===== src/rtl/mul_share_arb_pkg.sv =====
// Shared definitions for the multiplier-sharing arbiter: tag width helper and counter width.
package mul_share_arb_pkg;

  localparam int CNT_W = 32;

  typedef logic [CNT_W-1:0] cnt_t;

  // Requester tag width; a single requester still carries a 1-bit tag.
  function automatic int id_w(input int n);
    return (n > 1) ? $clog2(n) : 1;
  endfunction

endpackage


===== src/rtl/mul_share_arb_rr.sv =====
// Combinational round-robin picker: first set request at or above ptr (mod N_REQ) wins.
// Zero latency; grants nothing when en is low.
module mul_share_arb_rr
  import mul_share_arb_pkg::*;
#(
  parameter int N_REQ = 4,
  parameter int ID_W  = id_w(N_REQ)
) (
  input  logic [N_REQ-1:0] req,
  input  logic [ID_W-1:0]  ptr,
  input  logic             en,
  output logic [N_REQ-1:0] gnt,
  output logic [ID_W-1:0]  win,
  output logic             any
);

  logic [ID_W:0] idx;

  always_comb begin
    gnt = '0;
    win = '0;
    any = 1'b0;
    idx = '0;
    for (int i = 0; i < N_REQ; i++) begin
      idx = {1'b0, ptr} + (ID_W+1)'(i);
      if (idx >= (ID_W+1)'(N_REQ)) idx = idx - (ID_W+1)'(N_REQ);
      if (en && !any && req[idx[ID_W-1:0]]) begin
        any = 1'b1;
        win = idx[ID_W-1:0];
      end
    end
    if (any) gnt[win] = 1'b1;
  end

endmodule


===== src/rtl/mul_share_arb.sv =====
// Round-robin share of one pipelined unsigned multiplier among N_REQ requesters; results tagged by requester.
// Latency MUL_STAGES cycles from grant to res_valid; a held result (res_ready low) freezes the whole pipe and blocks grants.
// Optional MUL_SHARE_ARB_STATS_EN adds per-requester grant counters and a stall counter.
module mul_share_arb
  import mul_share_arb_pkg::*;
#(
  parameter int N_REQ      = 4,
  parameter int A_W        = 16,
  parameter int B_W        = 16,
  parameter int MUL_STAGES = 3
) (
  input  logic                      ap_clk,
  input  logic                      ap_rst,
  input  logic                      arb_en,
  input  logic [N_REQ-1:0]          req_valid,
  output logic [N_REQ-1:0]          req_ready,
  input  logic [N_REQ*A_W-1:0]      req_a,
  input  logic [N_REQ*B_W-1:0]      req_b,
  output logic                      res_valid,
  input  logic                      res_ready,
  output logic [id_w(N_REQ)-1:0]    res_id,
  output logic [A_W+B_W-1:0]        res_p,
  output logic                      busy
`ifdef MUL_SHARE_ARB_STATS_EN
  ,
  input  logic                      stat_clr,
  output logic [N_REQ*CNT_W-1:0]    stat_grant_cnt,
  output logic [CNT_W-1:0]          stat_stall_cnt
`endif
);

  localparam int ID_W = id_w(N_REQ);
  localparam int P_W  = A_W + B_W;

  typedef struct packed {
    logic            vld;
    logic [ID_W-1:0] id;
    logic [P_W-1:0]  p;
  } stage_t;

  stage_t          st [MUL_STAGES];
  logic            adv;
  logic            any;
  logic [ID_W-1:0] ptr;
  logic [ID_W-1:0] win;
  logic [A_W-1:0]  a_sel;
  logic [B_W-1:0]  b_sel;
  logic [P_W-1:0]  prod;

  assign adv = !(res_valid && !res_ready);

  mul_share_arb_rr #(
    .N_REQ (N_REQ),
    .ID_W  (ID_W)
  ) u_rr (
    .req (req_valid),
    .ptr (ptr),
    .en  (adv && arb_en),
    .gnt (req_ready),
    .win (win),
    .any (any)
  );

  // The multiply sits ahead of stage 0; the remaining stages only carry the product.
  assign a_sel = req_a[win*A_W +: A_W];
  assign b_sel = req_b[win*B_W +: B_W];
  assign prod  = P_W'(a_sel) * P_W'(b_sel);

  always_ff @(posedge ap_clk) begin
    if (ap_rst) begin
      for (int k = 0; k < MUL_STAGES; k++) st[k] <= '0;
      ptr <= '0;
    end else begin
      if (any) ptr <= (win == ID_W'(N_REQ-1)) ? '0 : win + 1'b1;
      if (adv) begin
        st[0] <= '{vld: any, id: win, p: prod};
        for (int k = 1; k < MUL_STAGES; k++) st[k] <= st[k-1];
      end
    end
  end

  assign res_valid = st[MUL_STAGES-1].vld;
  assign res_id    = st[MUL_STAGES-1].id;
  assign res_p     = st[MUL_STAGES-1].p;

  always_comb begin
    busy = 1'b0;
    for (int k = 0; k < MUL_STAGES; k++) busy = busy | st[k].vld;
  end

`ifdef MUL_SHARE_ARB_STATS_EN
  cnt_t gcnt [N_REQ];
  cnt_t scnt;

  // Clear wins over a same-cycle increment; all counters saturate.
  always_ff @(posedge ap_clk) begin
    if (ap_rst || stat_clr) begin
      for (int i = 0; i < N_REQ; i++) gcnt[i] <= '0;
      scnt <= '0;
    end else begin
      for (int i = 0; i < N_REQ; i++)
        if (req_valid[i] && req_ready[i] && gcnt[i] != '1) gcnt[i] <= gcnt[i] + 1'b1;
      if (!adv && scnt != '1) scnt <= scnt + 1'b1;
    end
  end

  always_comb begin
    stat_grant_cnt = '0;
    for (int i = 0; i < N_REQ; i++) stat_grant_cnt[i*CNT_W +: CNT_W] = gcnt[i];
  end

  assign stat_stall_cnt = scnt;
`endif

endmodule


===== config.mk =====
export PLATFORM = sky130hd
export DESIGN_NAME = mul_share_arb
export DESIGN_NICKNAME = d
export VERILOG_FILES = /design/src/rtl/mul_share_arb_pkg.sv /design/src/rtl/mul_share_arb_rr.sv /design/src/rtl/mul_share_arb.sv
export SDC_FILE = /design/constraint.sdc
export NUM_CORES = 1
export LEC_CHECK = 0
export ABC_AREA = 1
export BUFFER_PORTS_ARGS = -buffer_cell sky130_fd_sc_hd__buf_2
export CAP_MARGIN = 20
export CORE_MARGIN = 4
export CORE_UTILIZATION = 40
export CTS_CLUSTER_DIAMETER = 50
export DETAILED_ROUTE_END_ITERATION = 8
export GPL_TIMING_DRIVEN = 0
export PLACE_DENSITY_LB_ADDON = 0.1
export RECOVER_POWER = 25
export SLEW_MARGIN = 15
export SYNTH_ARGS = -nofsm -noshare
export SYNTH_HDL_FRONTEND = slang
export SYNTH_SLANG_ARGS = --single-unit

===== constraint.sdc =====
create_clock -name ap_clk -period 13.17 [get_ports ap_clk]
set_clock_uncertainty 0.05 [all_clocks]
set_input_delay 1.317 -clock ap_clk [delete_from_list [all_inputs] [get_ports ap_clk]]
set_output_delay 1.317 -clock ap_clk [all_outputs]
set_load 0.005 [all_outputs]

# Word level (Yosys, flattened, before mapping)
# Memories as Yosys holds them, arrays and structs flattened.
# Cells that the tools add are included.
[op_classes]
add_sub_neg = 8
mul = 1
div = 0
n_lt_le_gt_ge = 10
n_eq_ne = 1
shifts = 2
mux = 32
n_bitwise = 5
reduce_logical = 15
[ops]
columns = ["op", "count"]
rows = [
  ["64-bit by 7-bit indexed part select with 16-bit output", 2],
  ["35-bit 2-to-1 mux", 3],
  ["16-bit by 16-bit multiplier with 32-bit output", 1],
  ["2-bit 2-to-1 mux", 9],
  ["2-bit by 3-bit less-than comparator with 1-bit output (second input constant)", 5],
  ["1-bit 2-to-1 mux", 14],
  ["1-bit logical AND", 10],
  ["3-bit greater-or-equal comparator (second input constant)", 3],
  ["1-bit binary-select mux with 2-bit select", 4],
  ["2-bit by 1-bit subtractor with 2-bit output (second input constant)", 4],
  ["2-bit by 2-bit adder with 3-bit output (second input constant)", 2],
  ["1-bit zero test", 5],
  ["1-bit bitwise OR", 5],
  ["4-bit 2-to-1 mux", 1],
  ["2-bit by 1-bit adder with 3-bit output (second input constant)", 1],
  ["2-bit by 3-bit greater-or-equal comparator with 1-bit output (second input constant)", 1],
  ["2-bit by 1-bit adder with 2-bit output (second input constant)", 1],
  ["1-bit demux with 2-bit select", 1],
  ["2-bit equality test (second input constant)", 1],
  ["2-bit by 1-bit greater-or-equal comparator with 1-bit output (second input constant)", 1],
]
[totals]
regBits = 2
latch_bits = 0
ram_bits = 105
rom_bits = 0
inputBits = 136
mem_count = 1
[mem_list]
columns = ["name", "depth", "width", "read_ports", "rd_ports_with_merged_regs", "wr", "line", "text"]
rows = [
  ["st", 3, 35, 3, 0, 3, "mul_share_arb.sv:41", "stage_t st [MUL_STAGES];"],
]

# Longest topological paths before layout
# Gate-level depths: netlist (run 1).
[depth]
ltp_word = 23
depth_mapped = 40
mapped_depth_nobuf = 37

# By module
# A second synthesis (run 1) with hierarchy kept.
[unflattened]
cells_unflattened = 1839
hier_area_um2 = 14711.6
[by_module_without_submodules]
columns = ["mod", "n_inst", "cells_each", "area_each_um2"]
rows = [
  ["mul_share_arb", 1, 1769, 14338.8],
  ["mul_share_arb_rr", 1, 70, 372.9],
]

# Worst setup path after synthesis (run 1)
# OpenSTA, ideal clock, no wires.
[synth_timing]
path_type = "input -> register"
startpoint = "in res_ready"
endpoint = "mem st[0][24] (netlist name) (data pin)"
t_arrival_ns = 7.066
t_required_ns = 12.866
setup_slack_ns = 5.799
stages = 36
n_path_buf = 2
cell_sequence = "inv_1 > nand2_1 > nand2_1 > inv_1 > nand4_2 > nand2_1 > nand2_1 > buf_4 > buf_2 > nand3_1 > nand3_1 > nand2_2 > inv_2 > nand2_1 > fa_1 > inv_1 > fa_1 > inv_1 > fa_1 > inv_1 > fa_1 > fa_1 > inv_1 > fa_1 > inv_1 > ha_1 > nand2_1 > inv_1 > nand2_1 > nor3_1 > nand4_1 > nand3_1 > nand2_1 > nand2_1 > a21oi_1 > o21a_1"
[synth_rtl]
columns = ["element", "line", "text"]
rows = [
  ["start, declared", "mul_share_arb.sv:20", "input logic res_ready,"],
  ["end, declared", "mul_share_arb.sv:41", ""],
]

==> metrics.csv, run 1 <==
metric,value,unit
synth top area cells,"fa_1 27%, edfxtp_1 22%, inv_1 9.6%",
Initial Utilization,40.56,%
Post-CTS Resized,0,
"Slowest-stage cell, CP",fa_1,
CTS buffer count,9,
Routed Antenna Nets,0,
I/O Buffers,175,
vias per cell,4.966,
Crit Path Class,primary input to register,
routed length per instance,16.95,um
Compound-Gate Fraction of Synth Area,4.542,%
Post-DP HPWL,34.75,mm
top layer in use,met4,
TritonCTS clock tree,yes,
largest net degree at the start of global routing,56,
top cell type's share of synthesized area,26.85,%
Area Growth Syn to Fin,12.42,%
hold_buf cts,0,
arrival time at the worst endpoint,8.44,ns
Mapped Nets,2220,
worst skew pair latency,0.36,ns
Ports,176,
Mean Syn Cell Area,8.116,sq um
min cycle time layout,8.380,ns
vias in the first global route,12648,
status,"complete, but fails checks",
Clock Root Buffer,clkbuf_16,
GPL Wtd Cong,0.9288,
max incr delay on CP,0.61,ns
DRT Wirelength,41.35,mm
Synth Instances,1782,
post-CTS setup buffers,0,
Congestion Overflow GR,0,
crit start category,primary input,
Hold Path Class,register to register,
setup tns final,0,ns
R2R depth,31,
largest family of logic cells by synthesized area,adder cells,
max-cap violations,1,
Worst setup EP type,register,
Netlist Area Pre-Place,14460,sq um
XOR/XNOR Fraction of Synth Area,0.1817,%
Nets,2407,
RR Endpoint,st[0][31]$_SDFFCE_PN0P_,
metal3 WL,1.984,mm
Critical Path Source,res_ready,
post-synthesis simple-gate area fraction,22.13,%
First-pass DRT Iterations,5,
Post-synth ARST share,0,%
CP required,13.23,ns
CTS Buffer Depth,2,
prevailing post-synth register cell,edfxtp_1,
unrepaired setup endpoints after global routing,false,
FMAX,119.3,MHz
# fillers,3737,
clock net sink count,107,
Tot GR Track Use,21.80,%
initial antenna violation count,5,
share of cells above drive strength 1,16.97,%
"EDFF count, synth",105,
failing checks,"max-capacitance violations, max-slew violations",
drt initial violations,840,
Final Hold Vio Count,0,
"Max FO, Critical Path",10,
Die H,198.2,um
"setup slack, reg-to-reg",5.39,ns
CP endpoint,st[0][31]$_SDFFCE_PN0P_,
core area,35660,sq um
adder-cell share of the synthesized area,36.20,%
clk slew on worst S/H paths,0.08,ns
Slew @ Worst Pin,2.421,ns
# rows,69,
"Seq/Total Area, Yosys",22.08,%
depth of the CTS H-tree,3,
Synthesis Warnings,0,
drc violations,0,
Final setup viols,0,
met2 wire length,20.36,mm
routed vias,12112,
global-route wire length before repair,66.70,mm
synthesized flop and latch total,107,
"area leader, netlist",fa_1,
Die W,198.2,um
Synth cell types,39,
period utilization,63.63,%
max-slew violation count,51,
mux cell area share after synthesis,0,%
die area,39260,sq um
Worst R2R Start,st[0][104]$_SDFFCE_PN0P_,
slew margin rel.,-61.87,%
WL met1,17.94,mm
-- how the worst min path moves through the flow --
stage	end	from	depth (start not counted)	slack [ns]
4_1_cts	st[0][74]$_SDFFCE_PN0P_	st[0][39]$_SDFFCE_PN0P_	2	0.49
5_1_grt	st[0][46]$_SDFFCE_PN0P_	st[0][11]$_SDFFCE_PN0P_	2	0.52
2_1_floorplan	st[0][100]$_SDFFCE_PN0P_	st[0][65]$_SDFFCE_PN0P_	2	0.47
3_5_place_dp	st[0][62]$_SDFFCE_PN0P_	st[0][27]$_SDFFCE_PN0P_	2	0.48
3_3_place_gp	st[0][75]$_SDFFCE_PN0P_	st[0][40]$_SDFFCE_PN0P_	2	0.47
6_report	st[0][74]$_SDFFCE_PN0P_	st[0][39]$_SDFFCE_PN0P_	2	0.49
-- registers in the layout (all words and copies together) (netlist names) --
name and cells:
st 105, ptr 2
-- cell type report --
| cell class | instances | area [sq um] | area share [%] |
|---|---|---|---|
| clock inverters | 7 | 85.08 | 0.5233 |
| plain buffers | 89 | 653.1 | 4.017 |
| clock buffers | 9 | 225.2 | 1.385 |
| multi-input cells | 1187 | 9119 | 56.08 |
| flip-flops and latches | 107 | 3193 | 19.64 |
| diodes | 4 | 10.01 | 0.06156 |
| repair buffers | 176 | 899.6 | 5.533 |
| well taps | 461 | 576.8 | 3.548 |
| inverters | 399 | 1498 | 9.211 |
-- cell usage after synthesis, drive strengths merged (6+ instances only) --
cell type,number
inv,398
nand2,359
nor2,237
fa,194
nand3,155
ha,108
edfxtp,105
buf,79
a21oi,55
o21ai,33
clkbuf,10
a21o,6
nand4,6
o21a,6
o21bai,6
-- per-stage QoR --
step / hold WS [ns] / area, sq um / setup slack (ns) / utilization (%) / std cells
3_5_place_dp: 0.4809 / 15960 / 4.370 / 44.75 / 2419
2_1_floorplan: 0.4692 / 14460 / 5.799 / - / 1782
4_1_cts: 0.4908 / 16270 / 4.729 / 45.62 / 2435
3_3_place_gp: 0.4727 / 15920 / 4.511 / 44.64 / 2418
6_report: 0.4880 / 16260 / 4.790 / 45.60 / 2439
5_1_grt: 0.5173 / 16260 / 4.272 / 45.60 / 2439
-- worst max-delay path: cells and delay by family --
family	cells	cell delay [ns]
simple gates	10	1.43
fa+ha+maj	7	3.44
buf+inv	10	1.23
compound gates	5	1.02
-- routing by layer --
| metal | up-vias | GRT usage [%] |
|---|---|---|
| met1 | 5923 | 29.33 |
| met5 | - | 0 |
| met4 | 0 | 6.223 |
| met3 | 61 | 2.484 |
| li1 | 5779 | - |
| met2 | 349 | 37.37 |
-- cell usage in the layout, fill, tap and decap left out, types with 2 or more instances in the layout --
master     count
clkbuf_16      9
buf_6         16
a21oi_1       54
ha_1         108
fa_1         194
o21ai_0       31
nor3_1         3
diode_2        4
clkinv_8       3
a31oi_1        3
dfxtp_1        2
a211oi_1       2
buf_2        187
nor4_1         3
o21bai_1       6
nand2_1      326
xnor2_1        2
o21a_1         6
nand4_1        4
a21o_1         6
clkbuf_4      32
nor2_1       237
clkinv_4       2
inv_2         29
buf_4         16
inv_1        369
nand2_2       33
nand4_2        2
edfxtp_1     105
clkbuf_1      13
nand3_1      155
-- kinds of logic (layout without fill, tap and decap cells) --
| group | Yosys count | in the layout |
|---|---|---|
| xor+xnor | 3 | 3 |
| other cells | 0 | 4 |
| flops | 107 | 107 |
| compound gates | 116 | 116 |
| fa+ha+maj | 302 | 302 |
| buf+inv | 488 | 680 |
| simple gates | 766 | 766 |
Power of run 1 is left out: the tool's default activity adds up to more than one toggle a clock period on the data nets, which glitch-free logic cannot reach.
==> run 2: changes to the inputs <==
ABC_AREA = 0   (was 1)
clock period = 8.4 ns   (was 13.17 ns; I/O delays follow)
==> run 2 against run 1 <==
The run still ends with max-capacitance violations, max-slew violations left. Final area down 0.80%. Sequential share of layout area increased by 0.16 points. Count of clock-buffer cells in the layout rose by 2. Final cell count is 16% lower. Synthesized area is 2.6% lower. Non-clock buffer count shrank 1. Sequential cell count stayed put. Critical path type unchanged. Setup slack worse by 4.6 ns. First-iteration DRC count is 48% lower.
==> metrics.csv, run 2 <==
metric,value,unit,change
synthesized flop and latch total,107,,unchanged
"setup slack, reg-to-reg",0.40,ns,was 5.39 ns
Post-synth ARST share,0,%,unchanged
FMAX,122.1,MHz,
routed length per instance,17.97,um,was 16.95 um
fin area,16130,sq um,"was 16,260 sq um"
Slew @ Worst Pin,2.912,ns,was 2.421 ns
Synth cell types,51,,was 39
TritonCTS clock tree,yes,,unchanged
Synthesis Warnings,0,,unchanged
slew margin rel.,-94.15,%,was -61.87%
global-route wire length before repair,58.46,mm,was 66.70 mm
I/O Buffers,175,,unchanged
Worst setup EP type,register,,unchanged
CP required,8.43,ns,was 13.23 ns
Congestion Overflow GR,0,,unchanged
depth of the CTS H-tree,3,,unchanged
period utilization,97.46,%,
# rows,68,,was 69
Nets,2037,,"was 2,407"
Netlist Area Pre-Place,14090,sq um,"was 14,460 sq um"
largest net degree at the start of global routing,64,,was 56
largest family of logic cells by synthesized area,adder cells,,unchanged
"area leader, netlist",fa_1,,unchanged
DRT Wirelength,37.01,mm,was 41.35 mm
share of cells above drive strength 1,20.45,%,was 16.97%
CP top delay family,adder cells,,unchanged
clk slew on worst S/H paths,0.07,ns,was 0.08 ns
DP Area,15570,sq um,"was 15,960 sq um"
max incr delay on CP,0.55,ns,was 0.61 ns
XOR/XNOR Fraction of Synth Area,1.616,%,was 0.1817%
synth top area cells,"fa_1 28%, edfxtp_1 22%, ha_1 9.6%",,"was fa_1 27%, edfxtp_1 22%, inv_1 9.6%"
Worst R2R Start,ptr[1]$_SDFFE_PP0P_,,was st[0][104]$_SDFFCE_PN0P_
Die H,195.7,um,was 198.2 um
ANT cells,0,,was 4
Largest regs,"st: 105 flops, ptr: 2 flops",,unchanged
dpl cells,2035,,"was 2,419"
Synth Instances,1404,,"was 1,782"
CTS Buffer Depth,2,,unchanged
initial antenna violation count,0,,was 5
Post-DP HPWL,31.29,mm,was 34.75 mm
R2R depth,31,,unchanged
Critical Path Source,req_valid[2],,was res_ready
arrival time at the worst endpoint,8.22,ns,was 8.44 ns
Tot GR Track Use,19.62,%,was 21.80%
Final setup viols,0,,unchanged
Mapped Nets,1842,,"was 2,220"
Final Hold Vio Count,0,,unchanged
failing checks,"max-capacitance violations, max-slew violations",,unchanged
setup tns final,0,ns,unchanged
max-cap violations,1,,unchanged
Largest Register,st,,unchanged
Clock Root Buffer,clkbuf_16,,unchanged
post-synthesis simple-gate area fraction,14.56,%,was 22.13%
Worst Setup Slack post-DPL,-0.7369,ns,was 4.370 ns
mux cell area share after synthesis,9.377,%,was 0%
vias in the first global route,10510,,was 12.65k
top cell type's share of synthesized area,27.56,%,was 26.85%
final worst setup slack,0.2132,ns,was 4.790 ns
Crit Path Class,primary input to register,,unchanged
vias per cell,4.828,,was 4.966
routed vias,9940,,was 12.11k
status,"complete, but fails checks",,unchanged
clock net sink count,107,,unchanged
Area Growth Syn to Fin,14.46,%,was 12.42%
"Max FO, Critical Path",11,,was 10
most frequent cells in the layout,"247 x inv_1, 194 x fa_1, 184 x buf_2",,"was 369 x inv_1, 326 x nand2_1, 237 x nor2_1"
RR Endpoint,st[0][29]$_SDFFCE_PN0P_,,was st[0][31]$_SDFFCE_PN0P_
Critical Path Stages,29,,was 32
Routed Antenna Nets,0,,unchanged
Initial Utilization,40.69,%,was 40.56%
unrepaired setup endpoints after global routing,true,,was false
adder-cell share of the synthesized area,37.15,%,was 36.20%
First-pass DRT Iterations,5,,unchanged
Ports,176,,unchanged
crit path buf inv count,8,,was 10
GPL Wtd Cong,0.9384,,was 0.9288
drt initial violations,437,,was 840
core area,34630,sq um,"was 35,660 sq um"
"most common cell after layout, fill and taps aside",inv_1,,unchanged
fin cells,2059,,"was 2,439"
"Seq/Total Area, Yosys",22.66,%,was 22.08%
Hold Path Class,register to register,,unchanged
Post-synth top cells,"247 x inv_1, 194 x fa_1, 140 x nand2_1",,"was 369 x inv_1, 326 x nand2_1, 237 x nor2_1"
Largest register FFs,105,,unchanged
"EDFF count, synth",105,,unchanged
crit start category,primary input,,unchanged
Die W,195.7,um,was 198.2 um
max-slew violation count,43,,was 51
"Slowest-stage cell, CP",fa_1,,unchanged
CTS buffer count,9,,unchanged
Compound-Gate Fraction of Synth Area,4.013,%,was 4.542%
worst skew pair latency,0.34,ns,was 0.36 ns
min cycle time layout,8.187,ns,
CP dominant cell by count,fa_1,,
die area,38290,sq um,"was 39,260 sq um"
Mean Syn Cell Area,10.04,sq um,was 8.116 sq um
CP endpoint,st[0][29]$_SDFFCE_PN0P_,,was st[0][31]$_SDFFCE_PN0P_
drc violations,0,,unchanged
top-count cell post-synth,inv_1,,unchanged
prevailing post-synth register cell,edfxtp_1,,unchanged
-- run 2: cell types whose count changed after synthesis, sizes merged, moves of 10 or more --
| cell | previous run | this run |
|---|---|---|
| buf | 79 | 68 |
| mux2i | 0 | 94 |
| nor2b | 0 | 16 |
| nand2 | 359 | 140 |
| nor2 | 237 | 131 |
| nand3 | 155 | 6 |
| nand2b | 0 | 18 |
| a21oi | 55 | 22 |
| xnor2 | 2 | 15 |
| inv | 398 | 247 |
| and2 | 0 | 103 |
| o21ai | 33 | 16 |
| mux2 | 0 | 23 |
| xor2 | 1 | 11 |
-- run 2: cell families after synthesis --
kind of cell,Yosys count
compound gates,87
xor+xnor,26
fa+ha+maj,302
buf+inv,327
flops,107
mux,118
simple gates,437
-- run 2: worst register-to-register path: cells and delay by family (launching register included) --
| kind | cells | cell delay (ns) |
|---|---|---|
| adders and majority gates | 7 | 3.32 |
| AOI/OAI and AO/OA | 7 | 1.43 |
| buffers and inverters | 8 | 1.01 |
| and+or+nand+nor | 6 | 0.90 |
| muxes | 2 | 0.52 |
| DFF | 1 | 0.33 |
| xor gates and xnor gates | 1 | 0.17 |
-- run 2: stage by stage --
stage / util (%) / hold slack (ns)
final: 46.58 / 0.4633
after global routing: 46.58 / 0.4782
after CTS: 46.13 / 0.4638
after detailed placement: 44.95 / 0.4525
after global placement: 44.87 / 0.4508
after floorplan: - / 0.4467
-- run 2: how the worst min path moves through the flow --
stage / cells after the start / to / from
after global placement: 1 / st[0][39]$_SDFFCE_PN0P_ / st[0][4]$_SDFFCE_PN0P_
after detailed placement: 1 / st[0][72]$_SDFFCE_PN0P_ / st[0][37]$_SDFFCE_PN0P_
final: 1 / st[0][35]$_SDFFCE_PN0P_ / st[0][0]$_SDFFCE_PN0P_
after CTS: 1 / st[0][35]$_SDFFCE_PN0P_ / st[0][0]$_SDFFCE_PN0P_
after floorplan: 1 / st[0][100]$_SDFFCE_PN0P_ / st[0][65]$_SDFFCE_PN0P_
after global routing: 1 / st[0][72]$_SDFFCE_PN0P_ / st[0][37]$_SDFFCE_PN0P_
-- run 2: cell type report --
| cell class | count | area, sq um |
|---|---|---|
| buffer | 80 | 601.8 |
| clock buffer | 11 | 232.7 |
| clock inverter | 5 | 60.06 |
| fill | 3322 | 18500 |
| inverter | 247 | 927.1 |
| multi-input combinational | 970 | 9569 |
| sequential | 107 | 3193 |
| tap | 455 | 569.3 |
| timing repair buffer | 184 | 975.9 |
-- run 2: metal layers --
layer / routed length, um / GRT usage [%] / up-vias
met3: 1580 / 2.233 / 45
met2: 18180 / 33.88 / 223
met5: 0 / 0 / -
met4: 884 / 5.017 / 0
li1: - / - / 4778
met1: 16370 / 26.49 / 4894
-- run 2: timing repair --
action,in CTS,in global routing
setup endpoints to repair,10,11
hold buffers,0,0
gates resized for setup,17,25
setup buffers,1,7
Power of run 2 is left out for the same reason.
==> run 3: changes to the inputs <==
RECOVER_POWER = 100   (was 25)
==> run 3 against run 2 <==
The flow still finishes with violations (max-capacitance violations, max-slew violations). Register-to-register slack hardly changed. Non-clock buffer count stayed put. Critical path depth stayed put. Via count hardly changed. Final area is 0.17% lower. Sequential share of layout area hardly changed.
==> metrics.csv, run 3 (synthesis gave the netlist of run 2 again) <==
metric,value,unit,change
status,"complete, but fails checks",,unchanged
failing checks,"max-capacitance violations, max-slew violations",,unchanged
period utilization,97.47,%,was 97.46%
Post-DP HPWL,31.29,mm,unchanged
arrival time at the worst endpoint,8.22,ns,about the same
min cycle time layout,8.188,ns,was 8.187 ns
initial antenna violation count,0,,unchanged
# fillers,3328,,"was 3,322"
worst skew pair latency,0.34,ns,about the same
depth of the CTS H-tree,3,,unchanged
Largest Register,st,,unchanged
Nets,2037,,unchanged
setup tns final,0,ns,unchanged
core area,34630,sq um,unchanged
Largest regs,"st: 105 flops, ptr: 2 flops",,unchanged
vias in the first global route,10510,,unchanged
TritonCTS clock tree,yes,,unchanged
Ports,176,,unchanged
# rows,68,,unchanged
most frequent cells in the layout,"247 x inv_1, 194 x fa_1, 181 x buf_2",,"was 247 x inv_1, 194 x fa_1, 184 x buf_2"
CP dominant cell by count,fa_1,,unchanged
max-slew violation count,108,,was 43
vias per cell,4.831,,was 4.828
I/O Buffers,175,,unchanged
crit start category,primary input,,unchanged
ANT cells,0,,unchanged
Die W,195.7,um,unchanged
unrepaired setup endpoints after global routing,true,,unchanged
Tot GR Track Use,19.62,%,unchanged
CTS buffer count,9,,unchanged
CP top delay family,adder cells,,unchanged
routed length per instance,17.97,um,about the same
Clock Root Buffer,clkbuf_16,,unchanged
Finished Core Util,46.50,%,was 46.58%
die area,38290,sq um,unchanged
max incr delay on CP,0.55,ns,about the same
Hold Path Class,register to register,,unchanged
global-route wire length before repair,58.46,mm,unchanged
First-pass DRT Iterations,5,,unchanged
Congestion Overflow GR,0,,unchanged
clk slew on worst S/H paths,0.07,ns,about the same
Worst setup EP type,register,,unchanged
Final Hold Vio Count,0,,unchanged
Initial Utilization,40.69,%,unchanged
"Slowest-stage cell, CP",fa_1,,unchanged
drc violations,0,,unchanged
Die H,195.7,um,unchanged
Final setup viols,0,,unchanged
share of cells above drive strength 1,20.20,%,was 20.45%
crit path buf inv count,8,,unchanged
slew margin rel.,-103.7,%,was -94.15%
CP required,8.43,ns,about the same
Largest register FFs,105,,unchanged
clock net sink count,107,,unchanged
"Max FO, Critical Path",11,,unchanged
FMAX,122.1,MHz,about the same
largest net degree at the start of global routing,64,,unchanged
DRT Wirelength,36.99,mm,was 37.01 mm
Area Growth Syn to Fin,14.27,%,was 14.46%
Routed Antenna Nets,0,,unchanged
CTS Buffer Depth,2,,unchanged
GPL Wtd Cong,0.9384,,unchanged
Slew @ Worst Pin,3.055,ns,was 2.912 ns
routed vias,9947,,"was 9,940"
"most common cell after layout, fill and taps aside",inv_1,,unchanged
Crit Path Class,primary input to register,,unchanged
drt initial violations,419,,was 437
max-cap violations,2,,was 1
## run 3: cell types whose count changed in the layout (fill, tap and decap cells not counted), moves of 3 or more
cell | before | now
buf_4 | 49 | 16
and2_0 | 9 | 41
clkbuf_4 | 2 | 35
and2_1 | 94 | 62
clkbuf_1 | 13 | 17
buf_2 | 184 | 181
## run 3: layout make-up
class	instances	area [sq um]	share of cell area [%]
sequential	107	3193	19.83
clock buffer	11	232.7	1.445
tap	455	569.3	3.536
clock inverter	5	60.06	0.3730
inverter	247	927.1	5.758
multi-input combinational	970	9569	59.43
buffer	80	601.8	3.738
timing repair buffer	184	948.4	5.890
## run 3: path summary, 6_finish.rpt
path / start / endpoint / slack (ns) / cells after the start
max: req_valid[2] / st[0][29]$_SDFFCE_PN0P_ / 0.21 / 29
min: st[0][9]$_SDFFCE_PN0P_ / st[0][44]$_SDFFCE_PN0P_ / 0.47 / 1
max reg2reg: ptr[1]$_SDFFE_PP0P_ / st[0][29]$_SDFFCE_PN0P_ / 0.40 / 31
min reg2reg: st[0][9]$_SDFFCE_PN0P_ / st[0][44]$_SDFFCE_PN0P_ / 0.47 / 1
## run 3: through the flow
step | worst slack (ns) | instance area, sq um | instances | hold slack, ns
after CTS | 0.003985 | 15970 | 2052 | 0.4638
after global placement | -0.7619 | 15540 | 2034 | 0.4508
after floorplan | 0.6907 | 14090 | 1404 | 0.4467
final | 0.2125 | 16100 | 2059 | 0.4655
after detailed placement | -0.7369 | 15570 | 2035 | 0.4525
after global routing | -0.04893 | 16100 | 2059 | 0.4782
## run 3: timing repair
action                     in CTS  in global routing
setup endpoints to repair      10                 11
resized for setup              17                 25
setup buffers                   1                  7
hold buffers                    0                  0
## run 3: per-layer routing
layer	share of wire, %	track usage (%)	vias to the layer above
li1	-	-	4775
met1	44	26.49	4887
met2	49	33.88	239
met3	4.3	2.233	46
met4	2.3	5.017	0
met5	0	0	-
Power of run 3 is left out for the same reason.
